$ cat src/rtl/iis_xcvr_param.sv
// iis_xcvr_param: I2S / left-justified master transceiver with bclk/lrclk generation,
// stereo TX serialiser behind a one-pair holding register and stereo RX deserialiser.
module iis_xcvr_param #(
    parameter int DATA_W   = 24,
    parameter int SLOT_W   = 32,
    parameter int BCLK_DIV = 16,
    parameter int MODE     = 0
) (
    input  logic              clk_100m,
    input  logic              rst,
    output logic              bclk,
    output logic              lrclk,
    output logic              sdata_o,
    input  logic              sdata_i,
    input  logic [DATA_W-1:0] tx_ldata,
    input  logic [DATA_W-1:0] tx_rdata,
    input  logic              tx_valid,
    output logic              tx_ready,
    output logic              tx_underrun,
    output logic [DATA_W-1:0] rx_ldata,
    output logic [DATA_W-1:0] rx_rdata,
    output logic              rx_valid
);
    localparam int DW = $clog2(BCLK_DIV);
    localparam int CW = $clog2(2 * SLOT_W);
    localparam int D  = (MODE == 0) ? 1 : 0;

    logic [DW-1:0]     div_q, div_d;
    logic [CW-1:0]     bit_q, bit_d;
    logic              lrclk_q, lrclk_d, sdata_q, sdata_d, full_q, full_d;
    logic              und_q, und_d, rxv_q, rxv_d, seen_q, seen_d;
    logic [DATA_W-1:0] hold_l_q, hold_l_d, hold_r_q, hold_r_d, tx_l_q, tx_l_d, tx_r_q, tx_r_d;
    logic [DATA_W-1:0] cap_l_q, cap_l_d, cap_r_q, cap_r_d, rx_l_q, rx_l_d, rx_r_q, rx_r_d;
    logic [DATA_W-1:0] tx_sel, mask;
    logic              fall, rise, frame, hs, ch_tx, ch_rx, wr;
    int                p_tx, p_rx;

    // Sample bit index carried by frame bit b, or -1 outside the data window.
    function automatic int pos(input logic [CW-1:0] b);
        int k;
        k = int'(b) - ((int'(b) >= SLOT_W) ? SLOT_W : 0);
        return (k >= D && k < D + DATA_W) ? DATA_W - 1 - (k - D) : -1;
    endfunction

    always_comb begin
        fall     = div_q == DW'(BCLK_DIV - 1);
        rise     = div_q == DW'(BCLK_DIV / 2 - 1);
        frame    = fall && bit_q == CW'(2 * SLOT_W - 1);
        div_d    = fall ? '0 : div_q + 1'b1;
        bit_d    = fall ? (frame ? '0 : bit_q + 1'b1) : bit_q;
        lrclk_d  = fall ? (int'(bit_d) >= SLOT_W) : lrclk_q;
        hs       = tx_valid && tx_ready;
        full_d   = hs || (full_q && !frame);
        hold_l_d = hs ? tx_ldata : hold_l_q;
        hold_r_d = hs ? tx_rdata : hold_r_q;
        tx_l_d   = frame ? (full_q ? hold_l_q : '0) : tx_l_q;
        tx_r_d   = frame ? (full_q ? hold_r_q : '0) : tx_r_q;
        und_d    = frame && !full_q;
        // The bit driven at a FALL belongs to the bit slot being entered.
        p_tx     = pos(bit_d);
        ch_tx    = int'(bit_d) >= SLOT_W;
        tx_sel   = (ch_tx ? tx_r_d : tx_l_d) >> p_tx;
        sdata_d  = fall ? (p_tx >= 0 && tx_sel[0]) : sdata_q;
        p_rx     = pos(bit_q);
        ch_rx    = int'(bit_q) >= SLOT_W;
        wr       = rise && p_rx >= 0;
        mask     = DATA_W'(1) << p_rx;
        cap_l_d  = (wr && !ch_rx) ? (sdata_i ? cap_l_q | mask : cap_l_q & ~mask) : cap_l_q;
        cap_r_d  = (wr && ch_rx) ? (sdata_i ? cap_r_q | mask : cap_r_q & ~mask) : cap_r_q;
        rx_l_d   = frame ? cap_l_q : rx_l_q;
        rx_r_d   = frame ? cap_r_q : rx_r_q;
        rxv_d    = frame && seen_q;
        seen_d   = seen_q || frame;
    end

    always_ff @(posedge clk_100m) begin
        if (rst) begin
            div_q    <= '0;
            bit_q    <= CW'(2 * SLOT_W - 1);
            lrclk_q  <= 1'b0;
            sdata_q  <= 1'b0;
            full_q   <= 1'b0;
            und_q    <= 1'b0;
            rxv_q    <= 1'b0;
            seen_q   <= 1'b0;
            hold_l_q <= '0;
            hold_r_q <= '0;
            tx_l_q   <= '0;
            tx_r_q   <= '0;
            cap_l_q  <= '0;
            cap_r_q  <= '0;
            rx_l_q   <= '0;
            rx_r_q   <= '0;
        end else begin
            div_q    <= div_d;
            bit_q    <= bit_d;
            lrclk_q  <= lrclk_d;
            sdata_q  <= sdata_d;
            full_q   <= full_d;
            und_q    <= und_d;
            rxv_q    <= rxv_d;
            seen_q   <= seen_d;
            hold_l_q <= hold_l_d;
            hold_r_q <= hold_r_d;
            tx_l_q   <= tx_l_d;
            tx_r_q   <= tx_r_d;
            cap_l_q  <= cap_l_d;
            cap_r_q  <= cap_r_d;
            rx_l_q   <= rx_l_d;
            rx_r_q   <= rx_r_d;
        end
    end

    assign bclk        = div_q >= DW'(BCLK_DIV / 2);
    assign lrclk       = lrclk_q;
    assign sdata_o     = sdata_q;
    assign tx_ready    = !rst && !full_q;
    assign tx_underrun = und_q;
    assign rx_ldata    = rx_l_q;
    assign rx_rdata    = rx_r_q;
    assign rx_valid    = rxv_q;
endmodule

$ cat config.mk
export PLATFORM = sky130hd
export DESIGN_NAME = iis_xcvr_param
export DESIGN_NICKNAME = d
export VERILOG_FILES = /design/src/rtl/iis_xcvr_param.sv
export SDC_FILE = /design/constraint.sdc
export NUM_CORES = 1
export LEC_CHECK = 0
export BUFFER_PORTS_ARGS = -buffer_cell sky130_fd_sc_hd__buf_2
export CORE_MARGIN = 10
export CORE_UTILIZATION = 25
export DETAILED_ROUTE_END_ITERATION = 12
export GPL_ROUTABILITY_DRIVEN = 1
export PLACE_DENSITY_LB_ADDON = 0.15
export SLEW_MARGIN = 20
export SYNTH_ARGS = -nofsm -noshare
export SYNTH_HDL_FRONTEND = slang
export SYNTH_SLANG_ARGS = --single-unit
$ cat constraint.sdc
create_clock -name clk_100m -period 8.9 [get_ports clk_100m]
set_clock_uncertainty 0.1 [all_clocks]
set_input_delay 1.78 -clock clk_100m [delete_from_list [all_inputs] [get_ports clk_100m]]
set_output_delay 1.78 -clock clk_100m [all_outputs]
set_load 0.01 [all_outputs]
==> results.sh <==
export IMPL_hold_path_class="reg2reg"
export IMPL_grt_pass1_vias=7557
export IMPL_cp_start_kind="primary input"
export IMPL_clock_latency_ps=530
export IMPL_gp_congestion=0.8038
export IMPL_yosysMostFrequentCell="nand2_1"
export IMPL_ir_worst_vdd_mv=0.1167
export IMPL_finish_utilization_pct=30.13
export IMPL_power_mw=2.040
export IMPL_grt_usage_pct=11.38
export IMPL_fp_row_count=68
export IMPL_coreArea_um2=34710
export IMPL_slowest_stage="buf_4"
export IMPL_preCtsSetupSlack_ps=4248
export IMPL_htree_levels=1
export IMPL_powerDensity_nw_per_um2=195.0
export IMPL_crit_chain="buf_4 -> nor2_1 -> buf_2"
export IMPL_syn_nets=1187
export IMPL_post_cts_buffers=0
export IMPL_leakage_nw=3.929
export IMPL_wl_met3_um=1092
export IMPL_final_cell_area_um2=10460
export IMPL_cts_tree="yes"
export IMPL_dieArea_um2=43320
export IMPL_cts_path_max_buffers=3
export IMPL_grt_overflow=0
export IMPL_clock_sinks=208
export IMPL_rsz0062_at_grt="false"
export IMPL_drt_met1_wl_um=12650
export IMPL_arrival_ps=2750
export IMPL_endpoint_kind="output pin"
export IMPL_drtIter0Drc=484
export IMPL_netlist_area_leader_share_pct=47.06
export IMPL_cp_top_family="buffers and inverters"
export IMPL_cts_resized=0
export IMPL_synth_xor_area_share_pct=0.4949
export IMPL_post_route_drc_count=0
export IMPL_finalWorstSetupSlack_ps=4266
export IMPL_max_cap_viol_count=0
export IMPL_synth_area_leader_cell="dfxtp_1"
export IMPL_period_share_pct=52.06
export IMPL_wl_um=25540
export IMPL_critPathMaxFanout=70
export IMPL_synth_top_family_by_area="simple AND/OR/NAND/NOR gates"
export IMPL_finalMaxSlewViolations=0
export IMPL_status="finished, final reports clean"
export IMPL_worst_pin_slew_ps=1016
export IMPL_finalNetCount=1235
export IMPL_synth_seq_area_share_pct=47.06
export IMPL_drive_gt1_share_pct=14.39
export IMPL_slew_headroom_pct=32.29
export IMPL_grt_max_degree=98
export IMPL_yosys_warnings=0
export IMPL_syn_to_final_growth_pct=18.20
export IMPL_synth_ff_type="dfxtp_1"
export IMPL_synth_compound_area_share_pct=17.52
export IMPL_yosys_register_bits=208
export IMPL_synth_fa_ha_area_share_pct=0.9898
export IMPL_cp_slowest_stage_delay_ps=560
export IMPL_hold_viol=0
export IMPL_io_buffers=105
export IMPL_setup_viol_count_final=0
export IMPL_ys_top_cells_by_area="dfxtp_1 47%, nand2_1 12%, a21oi_1 7.7%, o21ai_0 5.0%, mux2i_1 4.0%"
export IMPL_yosys_top_cells_count="285 x nand2_1, 208 x dfxtp_1, 136 x a21oi_1"
export IMPL_ios=106
export IMPL_path_clk_slew_ps=60
export IMPL_start_util_pct=25.49
export IMPL_fmax_mhz=215.8
export IMPL_path_buf_inv=2
export IMPL_netlist_area_um2=8848
export IMPL_reg2reg_slack_ps=4600
export IMPL_period_needed_ps=4634
export IMPL_postCtsHoldBufs=0
export IMPL_grt_pass1_wl_um=41540
export IMPL_vias_per_cell=4.647
export IMPL_routed_top_layer="met4"
export IMPL_cts_root_buffer="clkbuf_16"
export IMPL_dp_hpwl_um=16770
export IMPL_whs_ps=345.0
export IMPL_ant_nets=0
export IMPL_ys_types=67
export IMPL_drt_pass1_iter_count=5
export IMPL_critPathRequiredTime_ps=7020
export IMPL_path_class="in2out"
export IMPL_cts_made_buffers=25
export IMPL_place_area_um2=9644
export IMPL_finalSetupTns_ps=0
export IMPL_syn_avg_cell_area_um2=7.844
export IMPL_synth_cells=1128
export IMPL_synth_mux_area_share_pct=4.214
export IMPL_route_met2_wl_um=11270
export IMPL_vias=7667
export IMPL_synth_edf_count=0
export IMPL_n_antenna_cell=0
export IMPL_synth_simple_gate_area_share_pct=25.21
export IMPL_die_y_um=208.1
export IMPL_placed_cells=1604
export IMPL_post_drt_wl_per_cell_um=15.48
export IMPL_async_flop_share_pct=0
export IMPL_antenna_found_initial=0
export IMPL_die_w_um=208.1
export IMPL_final_cells=1650
==> cell usage in the layout, fill, tap and decap left out, types with 13 or more instances in the layout <==
cell type and count:
and2_1 13, and3_1 25, o21ai_0 89, clkbuf_16 25, a21oi_1 136, buf_2 104, dfxtp_1 208, nand3_1 35
nand4_1 16, nand2_1 285, mux2i_1 35, nor2_1 82
==> worst register-to-register path: stages (launching register included) <==
cell	delay [ps]
dfxtp_1	770
ha_1	630
and3_4	820
buf_4	520
mux2i_1	300
nand2_1	70
a2111oi_0	520
nor4_2	100
o21ai_0	140
and4_1	200
a221oi_2	40
==> per-layer routing <==
layer  up-vias  global-route usage [%]
met2       134                   18.00
met1      3567                   15.37
met5         -                       0
met3        31                   2.247
li1       3935                       -
met4         0                   3.138
==> cell type report <==
type	count	area (um2)
fill	3825	24250
multi-input combinational	821	4304
sequential	208	4164
clock buffer	37	710.7
timing repair buffer	111	573.1
tap	455	569.3
clock inverter	9	103.9
inverter	9	33.78
==> where the power goes <==
part           total [mW]  internal (mW)  switching [mW]
combinational      0.0677         0.0209          0.0468
sequential          0.963          0.951          0.0123
clock                1.01          0.610           0.400
total                2.04           1.58           0.459
==> path summary, 6_finish.rpt <==
path / cells past startpoint / startpoint / end
max reg2reg: 10 / bit_q[0] / sdata_o
min: 2 / register / rx_ldata[19]
min reg2reg: 2 / register / rx_ldata[19]
max: 3 / rst / tx_ready
==> logic make-up (layout without fill, tap and decap cells) <==
kind of cell	Yosys count	in the layout
compound gates	271	271
xor+xnor	5	5
fa+ha+maj	7	7
buf+inv	99	166
flops	208	208
mux	37	37
simple gates	501	501
Note: power is estimated with default switching activity, not from simulation.
